==> src/rtl/spell_loader_pkg.sv <==
// ============================================================================
//  Module      : spell_loader_pkg
//  Description : Shared constants and FSM state types for the Spell memory
//                serial loader.
//  Revision    : 1.0  initial release
// ============================================================================
`default_nettype none

package spell_loader_pkg;

  // Bit positions inside the command byte
  localparam int CMD_WRITE_BIT = 7;
  localparam int CMD_TYPE_BIT  = 6;

  // Host protocol phase
  typedef enum logic [1:0] {
    IDLE = 2'd0,
    CMD  = 2'd1,
    ADDR = 2'd2,
    DATA = 2'd3
  } proto_state_t;

  // Memory bus master state
  typedef enum logic [1:0] {
    MIDLE = 2'd0,
    MREQ  = 2'd1,
    MGAP  = 2'd2
  } mem_state_t;

endpackage

`default_nettype wire

==> src/rtl/spell_sync2.sv <==
// ============================================================================
//  Module      : spell_sync2
//  Description : Two-flop synchronizer for a single asynchronous input bit.
//                RST_VAL selects the idle level held during reset.
//  Revision    : 1.0  initial release
// ============================================================================
`default_nettype none

module spell_sync2 #(
  parameter logic RST_VAL = 1'b0
) (
  input  logic clk,
  input  logic rst_n,
  input  logic d,
  output logic q
);

  logic r_meta;
  logic r_sync;

  // Two back-to-back flops to settle metastability before use in clk domain
  always_ff @(posedge clk) begin
    if (!rst_n) begin
      r_meta <= RST_VAL;
      r_sync <= RST_VAL;
    end else begin
      r_meta <= d;
      r_sync <= r_meta;
    end
  end

  assign q = r_sync;

endmodule

`default_nettype wire

==> src/rtl/spell_mem_loader.sv <==
// ============================================================================
//  Module      : spell_mem_loader
//  Description : SPI mode-0 slave that decodes CMD / ADDR / DATA bytes from a
//                host and turns each DATA byte into one access on the Spell
//                memory request bus (select/addr/data_in/write/type), with
//                auto-incrementing address and read prefetch for sdo.
//  Revision    : 1.0  initial release
// ============================================================================
`default_nettype none

module spell_mem_loader
  import spell_loader_pkg::*;
(
  input  logic       clk,
  input  logic       rst_n,
  input  logic       sclk,
  input  logic       cs_n,
  input  logic       sdi,
  output logic       sdo,
  output logic       select,
  output logic [7:0] addr,
  output logic [7:0] data_in,
  output logic       memory_type_data,
  output logic       write,
  input  logic [7:0] data_out,
  input  logic       data_ready,
  output logic       busy
);

  // --------------------------------------------------------------------------
  // Host pin synchronization and sclk edge detection
  // --------------------------------------------------------------------------
  logic w_sclk_s;
  logic w_cs_n_s;
  logic w_sdi_s;
  logic r_sclk_d;
  logic w_sclk_rise;
  logic w_sclk_fall;
  logic w_cs_active;

  spell_sync2 #(.RST_VAL(1'b0)) u_sync_sclk (
    .clk   (clk),
    .rst_n (rst_n),
    .d     (sclk),
    .q     (w_sclk_s)
  );

  // chip select idles high so reset must not look like a selection
  spell_sync2 #(.RST_VAL(1'b1)) u_sync_cs_n (
    .clk   (clk),
    .rst_n (rst_n),
    .d     (cs_n),
    .q     (w_cs_n_s)
  );

  spell_sync2 #(.RST_VAL(1'b0)) u_sync_sdi (
    .clk   (clk),
    .rst_n (rst_n),
    .d     (sdi),
    .q     (w_sdi_s)
  );

  // Delayed copy of synchronized sclk for edge detection
  always_ff @(posedge clk) begin
    if (!rst_n) r_sclk_d <= 1'b0;
    else        r_sclk_d <= w_sclk_s;
  end

  assign w_sclk_rise = w_sclk_s & ~r_sclk_d;
  assign w_sclk_fall = ~w_sclk_s & r_sclk_d;
  assign w_cs_active = ~w_cs_n_s;

  // --------------------------------------------------------------------------
  // Protocol state and serial datapath
  // --------------------------------------------------------------------------
  proto_state_t r_pstate;
  proto_state_t w_pstate_nxt;

  logic [2:0] r_bit_cnt;
  logic [6:0] r_shift_in;
  logic [7:0] r_sdo_sr;
  logic [7:0] r_addr_ptr;
  logic       r_cmd_write;
  logic       r_cmd_type;
  logic [7:0] r_prefetch;

  logic       w_in_txn;
  logic [7:0] w_byte;
  logic       w_byte_done;
  logic       w_load_fall;

  // Memory request produced by the protocol side this cycle
  logic       w_req;
  logic [7:0] w_req_addr;
  logic [7:0] w_req_data;

  assign w_in_txn    = (r_pstate != IDLE) && w_cs_active;
  assign w_byte      = {r_shift_in, w_sdi_s};
  assign w_byte_done = w_in_txn && w_sclk_rise && (r_bit_cnt == 3'd7);
  // First fall of a read DATA byte: hand over prefetched byte to the shifter.
  // It follows the last rise of the previous byte, so bit7 is on sdo before
  // the host samples the first bit.
  assign w_load_fall = w_in_txn && (r_pstate == DATA) && w_sclk_fall &&
                       (r_bit_cnt == 3'd0) && !r_cmd_write;

  // Protocol state register
  always_ff @(posedge clk) begin
    if (!rst_n) r_pstate <= IDLE;
    else        r_pstate <= w_pstate_nxt;
  end

  // Protocol next state and memory request generation
  always_comb begin
    w_pstate_nxt = r_pstate;
    w_req        = 1'b0;
    w_req_addr   = r_addr_ptr;
    w_req_data   = w_byte;

    if (!w_cs_active) begin
      w_pstate_nxt = IDLE;
    end else begin
      case (r_pstate)
        IDLE:    w_pstate_nxt = CMD;
        CMD:     if (w_byte_done) w_pstate_nxt = ADDR;
        ADDR:    if (w_byte_done) w_pstate_nxt = DATA;
        DATA:    w_pstate_nxt = DATA;
        default: w_pstate_nxt = IDLE;
      endcase
    end

    // Read: prefetch the start address as soon as it is known
    if ((r_pstate == ADDR) && w_byte_done && !r_cmd_write) begin
      w_req      = 1'b1;
      w_req_addr = w_byte;
    end
    // Write: every completed data byte goes to the current address
    if ((r_pstate == DATA) && w_byte_done && r_cmd_write) begin
      w_req      = 1'b1;
      w_req_addr = r_addr_ptr;
    end
    // Read: the byte just consumed frees the prefetch for the next address
    if (w_load_fall) begin
      w_req      = 1'b1;
      w_req_addr = r_addr_ptr + 8'd1;
    end
  end

  // Bit counting, shifting, command latching and address pointer
  always_ff @(posedge clk) begin
    if (!rst_n) begin
      r_bit_cnt   <= 3'd0;
      r_shift_in  <= 7'd0;
      r_sdo_sr    <= 8'd0;
      r_addr_ptr  <= 8'd0;
      r_cmd_write <= 1'b0;
      r_cmd_type  <= 1'b0;
    end else begin
      // New selection: drop any partial byte left from an aborted transfer
      if ((r_pstate == IDLE) && w_cs_active) begin
        r_bit_cnt <= 3'd0;
        r_sdo_sr  <= 8'd0;
      end
      if (!w_cs_active) begin
        r_sdo_sr <= 8'd0;
      end
      if (w_in_txn && w_sclk_rise) begin
        r_shift_in <= w_byte[6:0];
        r_bit_cnt  <= r_bit_cnt + 3'd1;
      end
      if (w_in_txn && w_sclk_fall) begin
        if (w_load_fall) r_sdo_sr <= r_prefetch;
        else             r_sdo_sr <= {r_sdo_sr[6:0], 1'b0};
      end
      if ((r_pstate == CMD) && w_byte_done) begin
        r_cmd_write <= w_byte[CMD_WRITE_BIT];
        r_cmd_type  <= w_byte[CMD_TYPE_BIT];
      end
      if ((r_pstate == ADDR) && w_byte_done) begin
        r_addr_ptr <= w_byte;
      end
      if (((r_pstate == DATA) && w_byte_done && r_cmd_write) || w_load_fall) begin
        r_addr_ptr <= r_addr_ptr + 8'd1;
      end
    end
  end

  // --------------------------------------------------------------------------
  // Memory bus master with single-entry pending slot
  // --------------------------------------------------------------------------
  mem_state_t r_mstate;
  mem_state_t w_mstate_nxt;

  logic       r_select;
  logic [7:0] r_addr;
  logic [7:0] r_data_in;
  logic       r_pend_valid;
  logic [7:0] r_pend_addr;
  logic [7:0] r_pend_data;
  logic       r_busy;

  logic       w_select_nxt;
  logic [7:0] w_addr_nxt;
  logic [7:0] w_data_in_nxt;
  logic [7:0] w_prefetch_nxt;
  logic       w_pend_valid_nxt;
  logic [7:0] w_pend_addr_nxt;
  logic [7:0] w_pend_data_nxt;

  // Memory state and bus output registers
  always_ff @(posedge clk) begin
    if (!rst_n) begin
      r_mstate     <= MIDLE;
      r_select     <= 1'b0;
      r_addr       <= 8'd0;
      r_data_in    <= 8'd0;
      r_prefetch   <= 8'd0;
      r_pend_valid <= 1'b0;
      r_pend_addr  <= 8'd0;
      r_pend_data  <= 8'd0;
    end else begin
      r_mstate     <= w_mstate_nxt;
      r_select     <= w_select_nxt;
      r_addr       <= w_addr_nxt;
      r_data_in    <= w_data_in_nxt;
      r_prefetch   <= w_prefetch_nxt;
      r_pend_valid <= w_pend_valid_nxt;
      r_pend_addr  <= w_pend_addr_nxt;
      r_pend_data  <= w_pend_data_nxt;
    end
  end

  // Memory next state: issue, wait for data_ready, one idle gap
  always_comb begin
    w_mstate_nxt     = r_mstate;
    w_select_nxt     = r_select;
    w_addr_nxt       = r_addr;
    w_data_in_nxt    = r_data_in;
    w_prefetch_nxt   = r_prefetch;
    w_pend_valid_nxt = r_pend_valid;
    w_pend_addr_nxt  = r_pend_addr;
    w_pend_data_nxt  = r_pend_data;

    case (r_mstate)
      MIDLE: begin
        // A queued request is older, so it goes first
        if (r_pend_valid) begin
          w_select_nxt     = 1'b1;
          w_addr_nxt       = r_pend_addr;
          w_data_in_nxt    = r_pend_data;
          w_pend_valid_nxt = 1'b0;
          w_mstate_nxt     = MREQ;
        end else if (w_req) begin
          w_select_nxt  = 1'b1;
          w_addr_nxt    = w_req_addr;
          w_data_in_nxt = w_req_data;
          w_mstate_nxt  = MREQ;
        end
      end
      MREQ: begin
        if (data_ready) begin
          if (!r_cmd_write) w_prefetch_nxt = data_out;
          w_select_nxt = 1'b0;
          w_mstate_nxt = MGAP;
        end
      end
      MGAP: begin
        // Lets the memory see select low and clear data_ready
        w_mstate_nxt = MIDLE;
      end
      default: begin
        w_select_nxt = 1'b0;
        w_mstate_nxt = MIDLE;
      end
    endcase

    // Park a request that could not be issued directly
    if (w_req && !((r_mstate == MIDLE) && !r_pend_valid)) begin
      w_pend_valid_nxt = 1'b1;
      w_pend_addr_nxt  = w_req_addr;
      w_pend_data_nxt  = w_req_data;
    end
  end

  // Busy flag: host selected or memory work still outstanding
  always_ff @(posedge clk) begin
    if (!rst_n) r_busy <= 1'b0;
    else        r_busy <= w_cs_active || (r_pstate != IDLE) ||
                          (r_mstate != MIDLE) || r_pend_valid;
  end

  assign sdo              = r_sdo_sr[7];
  assign select           = r_select;
  assign addr             = r_addr;
  assign data_in          = r_data_in;
  assign memory_type_data = r_cmd_type;
  assign write            = r_cmd_write;
  assign busy             = r_busy;

endmodule

`default_nettype wire

==> config.mk <==
export PLATFORM = sky130hd
export DESIGN_NAME = spell_mem_loader
export DESIGN_NICKNAME = d
export VERILOG_FILES = /design/src/rtl/spell_loader_pkg.sv /design/src/rtl/spell_sync2.sv /design/src/rtl/spell_mem_loader.sv
export SDC_FILE = /design/constraint.sdc
export NUM_CORES = 1
export LEC_CHECK = 0
export ABC_AREA = 1
export CORE_MARGIN = 1.5
export CORE_UTILIZATION = 56
export CTS_CLUSTER_SIZE = 12
export DETAILED_ROUTE_END_ITERATION = 7
export GPL_TIMING_DRIVEN = 0
export HOLD_SLACK_MARGIN = 0.06
export PLACE_DENSITY = 0.78
export SKIP_CTS_REPAIR_TIMING = 1
export SLEW_MARGIN = 30
export SYNTH_ARGS = -nofsm -noshare
export SYNTH_HDL_FRONTEND = slang
export SYNTH_SLANG_ARGS = --single-unit
==> constraint.sdc <==
create_clock -name clk -period 1.9 [get_ports clk]
set_input_delay 0.285 -clock clk [delete_from_list [all_inputs] [get_ports clk]]
set_output_delay 0.285 -clock clk [all_outputs]
set_load 0.01 [all_outputs]
== Word-level counts from Yosys, hierarchy flattened ==
Cells that the tools add are included.
W data, S select, Z words.
Storage, ports and cells
  bits in registers: 82
  bits in read-only memories: 0
  memories kept: 0
  RAM bits: 0
  bits in latches: 0
  input bits: 14
Operators by class
  reduce and logical (&&, ||, !) cells: 39
  $lt $le $gt $ge: 0
  bitwise operators: 8
  mux-type cells: 31
  $mul: 0
  add/subtract/negate cells: 2
  shift-type cells: 0
  equality and inequality tests: 10
  div/mod/pow operators: 0
Operators with widths (number)
  $mux W8: 13
  $logic_and A1 B1 Y1: 16
  $reduce_bool A2 Y1: 6
  $mux W2: 5
  $add A8 B1 Y8 const B: 1
  $mux W1: 8
  $pmux W2 S4: 1
  $eq A2 B2 Y1 const B: 3
  $mux W3: 2
  $ne A2 B2 Y1 const B: 3
  $not A1 Y1: 6
  $reduce_and A2 Y1: 3
  $reduce_and A3 Y1: 2
  $eq A2 B1 Y1 const B: 2
  $logic_not A2 Y1: 2
  $logic_or A1 B1 Y1: 4
  $pmux W2 S2: 1
  $add A3 B1 Y3 const B: 1
  $eq A3 B3 Y1 const B: 1
  $logic_not A1 Y1: 3
  $logic_not A3 Y1: 1
  $ne A3 B3 Y1 const B: 1
  $pmux W1 S3: 1
  $reduce_bool A3 Y1: 1
  2 further kinds: 3

== Depth between registers and ports, before layout ==
Gate-level depths: netlist (run 1).
  depth after elaboration: 12
  mapped depth: 13
  depth with buffers taken out: 12

== Cells and area by module ==
A second synthesis (run 1) with hierarchy kept.
Second synthesis, totals
  cell total of the unflattened synthesis: 483
  area, all modules: 3608.5 sq um
By module, submodules not included
  spell_mem_loader: area each 3443.3 sq um, seq. area each 1521.5 sq um, times used 1, cells an instance 465
  spell_sync2: area each 55.1 sq um, seq. area each 40.0 sq um, times used 3, cells an instance 6

== Worst setup path after synthesis (run 1) ==
OpenSTA, ideal clock, no wires.
  kind: reg2reg
  start point: reg r_bit_cnt[0]
  end point: reg r_data_in[0], in the netlist data_in[0]
  data required time: 1784 ps
  data arrival time: 1520 ps
  cell stages (with the launch flop): 11
  library setup time: 116 ps
  period minus slack after synthesis: 1635 ps
  path slack: 265 ps
  cell sequence: dfxtp_1 ha_1 ha_1 nand4_1 nand2_4 inv_4 nand3_2 nand2_4 clkinv_1 nor2_1 nor2_1
Between the ends
  longest elaborated chain between the ends: 9
  elaborated cells on any way between the ends: 14
  those cells by class: eq/ne (1); mux (3); reduce/logical (10)
Ends and longest elaborated chain
  from (decl): RTL line spell_mem_loader.sv:79  | logic [2:0] r_bit_cnt;
  from (signal assigned): RTL line spell_mem_loader.sv:168  | r_bit_cnt <= r_bit_cnt + 3'd1;
  $eq A3 B3 Y1: RTL line spell_mem_loader.sv:99  | assign w_byte_done = w_in_txn && w_sclk_rise && (r_bit_cnt == 3'd7);
  $logic_and A1 B1 Y1: RTL line spell_mem_loader.sv:99
  $logic_and A1 B1 Y1 (2 in a row): RTL line spell_mem_loader.sv:132  | if ((r_pstate == ADDR) && w_byte_done && !r_cmd_write) begin
  $mux W1: RTL line spell_mem_loader.sv:132
  $mux W1: RTL line spell_mem_loader.sv:137  | if ((r_pstate == DATA) && w_byte_done && r_cmd_write) begin
  $mux W1 *: RTL line spell_mem_loader.sv:142  | if (w_load_fall) begin
  $reduce_bool A2 Y1 (no line) *
  $reduce_and A2 Y1 (no line) *
  to (signal assigned): RTL line spell_mem_loader.sv:224  | r_data_in <= w_data_in_nxt;
  to (decl): RTL line spell_mem_loader.sv:195  | logic [7:0] r_data_in;
Every way passes the cells marked *; elsewhere a longest branch is shown, timed or not.
A chain may end at the register's enable or synchronous reset.

== Worst setup path after layout (run 1) ==
  start point: reg r_bit_cnt[1]
  end point: reg r_pend_addr[2]
Between the ends
  longest elaborated chain between the ends: 8
  elaborated cells on any way between the ends: 16
  those cells by class: eq/ne (1); mux (6); reduce/logical (9)
Ends and longest elaborated chain
  $eq A3 B3 Y1: RTL line spell_mem_loader.sv:99
  $logic_and A1 B1 Y1: RTL line spell_mem_loader.sv:99
  $logic_and A1 B1 Y1 (2 in a row): RTL line spell_mem_loader.sv:132
  $mux W1: RTL line spell_mem_loader.sv:132
  $mux W1: RTL line spell_mem_loader.sv:137
  $mux W1: RTL line spell_mem_loader.sv:142
  $logic_and A1 B1 Y1: RTL line spell_mem_loader.sv:277  | if (w_req && !((r_mstate == MIDLE) && !r_pend_valid)) begin
  to (signal assigned): RTL line spell_mem_loader.sv:227  | r_pend_addr <= w_pend_addr_nxt;
  to (decl): RTL line spell_mem_loader.sv:197  | logic [7:0] r_pend_addr;
Parallel ways exist; a longest one is shown, timed or not.

==> results.toml, run 1 <==
[critical_path]
cp.depth = 10
cp_slowest_stage_delay_ns = 0.35
worst-path-buf-inv = 3
start_kind = "flop"
arrival_ns = 2.07
cp.required_ns = 2.16
cp_top_family = "adder cells"
crit_path_end_kind = "flop"
cp_cell_sequence = "ha_1 -> ha_2 -> nand4_1 -> nand2_4 -> inv_6 -> a21oi_2 -> buf_6 -> inv_2 -> a21oi_1 -> nor2_1"
critical_path_class = "reg -> reg"
ff2ff_path_depth = 10
critical_path.max_fanout = 10
critPathSlowestCell = "dfxtp_1"

[finish]
drive_above_1_share_pct = 11.4
syn2layout_area_growth_pct = 20.8
stdcell_count = 623
antenna_cells = 0
layout.nets = 559

[synthesis]
synth_nets = 511
synth_cells = 493
synthArstFlopShare_pct = 0
syn_avg_cell_area_um2 = 7.29
synth_cell_types = 35
synth_seq_area_share_pct = 45.7
netlist_area_um2 = 3600
yosys_warnings = 0
synth-edff-count = 0
ys.flop_type = "dfxtp_1"
synth_top_cell_by_area = "dfxtp_1"
yosys.area.top_type_share_pct = 45.7
ys_top_cells_by_area = "dfxtp_1 (46%), nand2_1 (9.5%), o21ai_0 (8.5%), a21oi_1 (7.9%), nor2_1 (6.5%)"
ys_ff_latch = 82
synth_common_cells = "nand2_1 (91), dfxtp_1 (82), nor2_1 (62)"
synth.most_common_cell = "nand2_1"

[clock_network]
clock_latency_ns = 0.36
clk_pin_slew_ns = 0.08
cts_tree = "done"
clock_path_buffers = 2
root_buffer = "clkbuf_8"
cts_num_sinks = 82
ctsHtreeMaxLevel = 3
cts_buffers = 9

[drt]
totalWireLength_um = 8490
post_drt_wl_per_cell_um = 13.6
drt_iter0_markers = 229
drt-vias-per-instance = 5.32
remaining_drc_errors = 0
drt-pass1-iter-count = 5
vias = 3315
ant_nets = 0

[timing]
fmax_mhz = 554
post-route-period-util_pct = 95.0
finalHoldViolations = 0
fin_skew_ns = 0.00669
drv_slew = 0
worst_pin_slew_ns = 0.540
rsz0062_at_grt = "true"
max_slew_margin_pct = 64.0
layout_min_cycle_time_ns = 1.81
finalSetupViolations = 0

[place]
hpwl_um = 6050
portBuffers = 33
place_inst = 603
place.gp.congestion = 0.919

[job]
drv_cap = 0

[grt]
overflow = 0
grt_max_degree = 13
grt_pass1_wl_um = 14100
grt_pass1_vias = 2996
track_usage_pct = 25.3
antenna_found_initial = 0

[pwr]
power_uw = 3180
vdd_drop_max_uv = 494
p_leak_uw = 0.00177
p_per_area_nw_per_um2 = 732

[hold_path]
min_path_cells = 3
hp-class = "in -> reg"

[floorplan]
rows = 29
die_area_um2 = 6910
initial_utilization_pct = 57.3
ios = 35
die_h_um = 83.1
die_x_um = 83.1
fp.coreArea_um2 = 6280

[outcome]
status = "complete, no violations"
per-stage QoR:
step | area, µm² | TNS (ns) | util [%] | setup WS [ns] | hold WS [ns]
6_report | 4350 | 0 | 69.2 | 0.0948 | 0.334
5_1_grt | 4350 | -0.0364 | 69.2 | -0.0319 | 0.377
4_1_cts | 4240 | -0.00544 | 67.5 | -0.00383 | 0.341
3_5_place_dp | 4020 | -2.06 | 64.1 | -0.265 | 0.397
3_3_place_gp | 4020 | -1.74 | 64.1 | -0.231 | 0.396
2_1_floorplan | 3600 | 0 | - | 0.265 | 0.383
kinds of logic (layout without fill, tap and decap cells):
logic type                 Yosys count  count (layout)  share of synthesized area [%]
adders and majority gates            4               4                           1.39
xor gates and xnor gates             6               6                           1.46
buffers and inverters               76             128                           8.80
AOI/OAI and AO/OA                  134             134                           19.7
and+or+nand+nor                    191             192                           23.0
DFF                                 82              82                           45.7
where the power goes:
part | switching, µW | leakage (µW) | internal, µW | total, µW
sequential | 4.85 | 0.000662 | 1720 | 1730
clock | 614 | 0.000110 | 753 | 1370
combinational | 47.8 | 0.00100 | 36.9 | 84.7
total | 667 | 0.00177 | 2510 | 3180
layout make-up:
| type | count | area, µm² |
|---|---|---|
| Fill cell | 530 | 1930 |
| Multi-Input combinational cell | 336 | 1700 |
| Sequential cell | 82 | 1640 |
| Timing Repair Buffer | 37 | 360 |
| Inverter | 57 | 226 |
| Clock buffer | 15 | 186 |
| Buffer | 18 | 106 |
| Tap cell | 77 | 96.3 |
| Clock inverter | 1 | 30.0 |
state kept, by name (all words and copies together), names as in the netlist, 2 cells and up:
register,flops
r_sdo_sr,8
r_mstate,2
r_pend_data,8
r_bit_cnt,3
addr,8
r_pstate,2
data_in,8
r_pend_addr,8
r_prefetch,8
r_shift_in,7
r_addr_ptr,8
path summary, 6_finish.rpt:
check | end | slack [ns] | from
setup / recovery | r_pend_addr[2]$_SDFFE_PN0P_ | 0.09 | r_bit_cnt[1]$_SDFFE_PN0P_
hold / removal | r_pstate[1]$_SDFFE_PP0P_ | 0.33 | rst_n
setup reg to reg | r_pend_addr[2]$_SDFFE_PN0P_ | 0.09 | r_bit_cnt[1]$_SDFFE_PN0P_
hold reg to reg | u_sync_sdi.q$_SDFF_PN0_ | 0.42 | u_sync_sdi.r_meta$_SDFF_PN0_
metal layers:
layer | track usage, % | up-vias | part of all wire, %
met3 | 6.46 | 16 | 5.0
li1 | - | 1699 | -
met2 | 41.4 | 82 | 47
met5 | 0 | - | 0
met4 | 8.94 | 0 | 2.1
met1 | 32.4 | 1518 | 46
worst reg2reg max path, delay by kind of cell (launching register included):
family	cells	cell delay (ns)
fa+ha+maj	2	0.38
flops	1	0.35
simple gates	3	0.37
buf+inv	3	0.28
compound gates	2	0.31
placed cells by master (no fill, tap or decap), drive strengths merged:
| master | n |
|---|---|
| nor2 | 68 |
| nand4 | 3 |
| nand3 | 17 |
| o22ai | 3 |
| nand2 | 96 |
| a211oi | 1 |
| nor3 | 2 |
| clkdlybuf4s50 | 33 |
| a31oi | 4 |
| dfxtp | 82 |
| bufinv | 1 |
| o21ai | 62 |
| xor2 | 5 |
| o211ai | 5 |
| ha | 4 |
| clkbuf | 25 |
| or2 | 6 |
| xnor2 | 1 |
| clkinvlp | 2 |
| a32oi | 1 |
| buf | 12 |
| clkinv | 1 |
| inv | 54 |
| a21oi | 58 |
No activity file was read; power rests on OpenSTA's default activity.
==> inputs of run 2 (changes only) <==
--- a/config.mk
+++ b/config.mk
@@ -12,9 +12,11 @@
 export DETAILED_ROUTE_END_ITERATION = 7
 export GPL_TIMING_DRIVEN = 0
 export HOLD_SLACK_MARGIN = 0.06
+export MAX_ROUTING_LAYER = met4
 export PLACE_DENSITY = 0.78
 export SKIP_CTS_REPAIR_TIMING = 1
 export SLEW_MARGIN = 30
 export SYNTH_ARGS = -nofsm -noshare
 export SYNTH_HDL_FRONTEND = slang
 export SYNTH_SLANG_ARGS = --single-unit
+export TNS_END_PERCENT = 20
==> run 2 against run 1 <==
  * Power decreased by 4.7%
  * Maximum frequency decreased by 4.1%
  * Clock power decreased by 11%
  * Sequential power about the same
  * Sequential cell count unchanged
  * Setup slack got worse by 0.078 ns
  * Register-to-register slack got worse by 0.08 ns
  * Wire length increased by 2.7%
  * Cell count increased by 0.48%
  * Clock-buffer cell count decreased by 2
  * Critical endpoint unchanged
==> results.toml, run 2 (same netlist as run 1, synthesis figures left out) <==
[finish]
multi_input_area_um2 = 1690
syn2layout_area_growth_pct = 20.5
final_common_cell = "nand2_1"
ff_latch_area_um2 = 1640
stdcell_count = 626
drive_above_1_share_pct = 11.1
fillCellCount = 554
fin_area_um2 = 4330
layout.nets = 563
layout_common_cells = "nand2_1 (90), dfxtp_1 (80), nor2_1 (59)"
antenna_cells = 0

[timing]
fmax_mhz = 531
fin_skew_ns = 0.0124
post-route-period-util_pct = 99.1
layout_min_cycle_time_ns = 1.88
setup_ws_ns = 0.0172
rsz0062_at_grt = "true"
hold_ws_ns = 0.343
drv_slew = 0
worst_pin_slew_ns = 0.538
finalHoldViolations = 0
finalSetupViolations = 0
max_slew_margin_pct = 64.2

[critical_path]
crit_path_end_kind = "flop"
reg2reg_to = "r_pend_addr[2]$_SDFFE_PN0P_"
cpMostUsedCell = "nor2_1"
rrSetupSlack_ns = 0.02
cp_cell_sequence = "inv_1 -> nor2_1 -> nand4_1 -> nand2_4 -> inv_6 -> a21oi_2 -> buf_4 -> inv_2 -> a21oi_1 -> nor2_1"
critPathSlowestCell = "dfxtp_1"
r2r_start = "write$_SDFFE_PN0P_"
start_kind = "flop"
cp_slowest_stage_delay_ns = 0.46
cp.required_ns = 2.14
ff2ff_path_depth = 10
critical_path.max_fanout = 10
arrival_ns = 2.12
critical_path_class = "reg -> reg"

[clock_network]
cts_num_sinks = 82
clock_latency_ns = 0.34
cts_buffers = 9
clock_path_buffers = 2
cts_tree = "done"
root_buffer = "clkbuf_8"
ctsHtreeMaxLevel = 3
clk_pin_slew_ns = 0.08

[pwr]
p_per_area_nw_per_um2 = 700
vdd_drop_max_uv = 495
p_leak_uw = 0.00176

[place]
dpl_worst_slack_ns = -0.254
place.gp.congestion = 0.924
hpwl_um = 6190
place_inst = 603
portBuffers = 33
placed_area_um2 = 4020

[drt]
post_drt_wl_per_cell_um = 13.9
drt-vias-per-instance = 5.42
ant_nets = 0
drt-pass1-iter-count = 5
vias = 3393
remaining_drc_errors = 0
drt_iter0_markers = 212
totalWireLength_um = 8720

[floorplan]
ios = 35
die_area_um2 = 6910
die_x_um = 83.1
die_h_um = 83.1
initial_utilization_pct = 57.3
rows = 29
fp.coreArea_um2 = 6280

[hold_path]
hp-class = "in -> reg"
min_path_cells = 3
holdPathEnd = "r_shift_in[5]$_SDFFE_PN0P_"
hold_start = "rst_n"

[outcome]
status = "complete, no violations"

[grt]
grt_max_degree = 13
grt_pass1_wl_um = 14000
overflow = 0
track_usage_pct = 26.0
grt_pass1_vias = 3068
antenna_found_initial = 0

[job]
drv_cap = 0
==> run 2: changes by cell type in the layout (fill, tap and decap cells not counted), moves of 2 or more <==
cell      delta
a21oi_1      +3
a21oi_2      -3
buf_4        +2
clkbuf_1     +2
clkbuf_8     -3
nor2_1       -2
nor2_2       +2
==> run 2: per-stage QoR <==
stage / utilization [%] / setup TNS (ns) / power, µW
floorplan: - / 0 / 1810
global placement: 64.1 / -1.66 / 1850
detailed placement: 64.1 / -1.93 / 1850
CTS: 67.1 / -0.104 / 3050
global route: 69.0 / -0.907 / 3150
finish: 69.0 / 0 / 3030
==> run 2: how the worst max path moves through the flow <==
stage | start | endpoint | slack (ns) | cells past startpoint
floorplan | r_bit_cnt[0]$_SDFFE_PN0P_ | data_in[0]$_SDFFE_PN0P_ | 0.26 | 10
CTS | r_bit_cnt[0]$_SDFFE_PN0P_ | data_in[4]$_SDFFE_PN0P_ | -0.02 | 10
finish | write$_SDFFE_PN0P_ | r_pend_addr[2]$_SDFFE_PN0P_ | 0.02 | 10
global route | write$_SDFFE_PN0P_ | r_pend_addr[2]$_SDFFE_PN0P_ | -0.08 | 10
global placement | data_ready | r_prefetch[6]$_SDFFE_PN0P_ | -0.22 | 6
detailed placement | data_ready | r_prefetch[6]$_SDFFE_PN0P_ | -0.25 | 6
==> run 2: metal layers <==
metal	track usage, %	vias up	part of all wire (%)
met3	3.88	26	4.3
met1	31.1	1565	44
met2	42.6	97	47
li1	-	1705	-
met4	13.2	0	3.9
met5	-	-	0
==> run 2: power breakdown <==
group | switching (µW) | leakage [µW] | internal (µW) | total, µW
logic | 49.1 | 0.00101 | 36.9 | 85.9
registers | 5.13 | 0.000663 | 1730 | 1730
clock network | 577 | 0.0000897 | 638 | 1220
==> run 2: layout make-up <==
cell class / instances / area share [%]
clock buffer: 13 / 3.44
sequential: 82 / 37.9
buffer: 19 / 2.48
tap: 77 / 2.22
multi-input combinational: 336 / 39.0
clock inverter: 2 / 0.866
timing repair buffer: 40 / 8.84
inverter: 57 / 5.23
==> run 2: worst max-delay path, delay by kind of cell (launching register included) <==
kind	cells	cell delay, ns
flip-flops	1	0.46
AO/OA/AOI/OAI	2	0.27
AND/OR/NAND/NOR	4	0.58
buffers and inverters	4	0.45
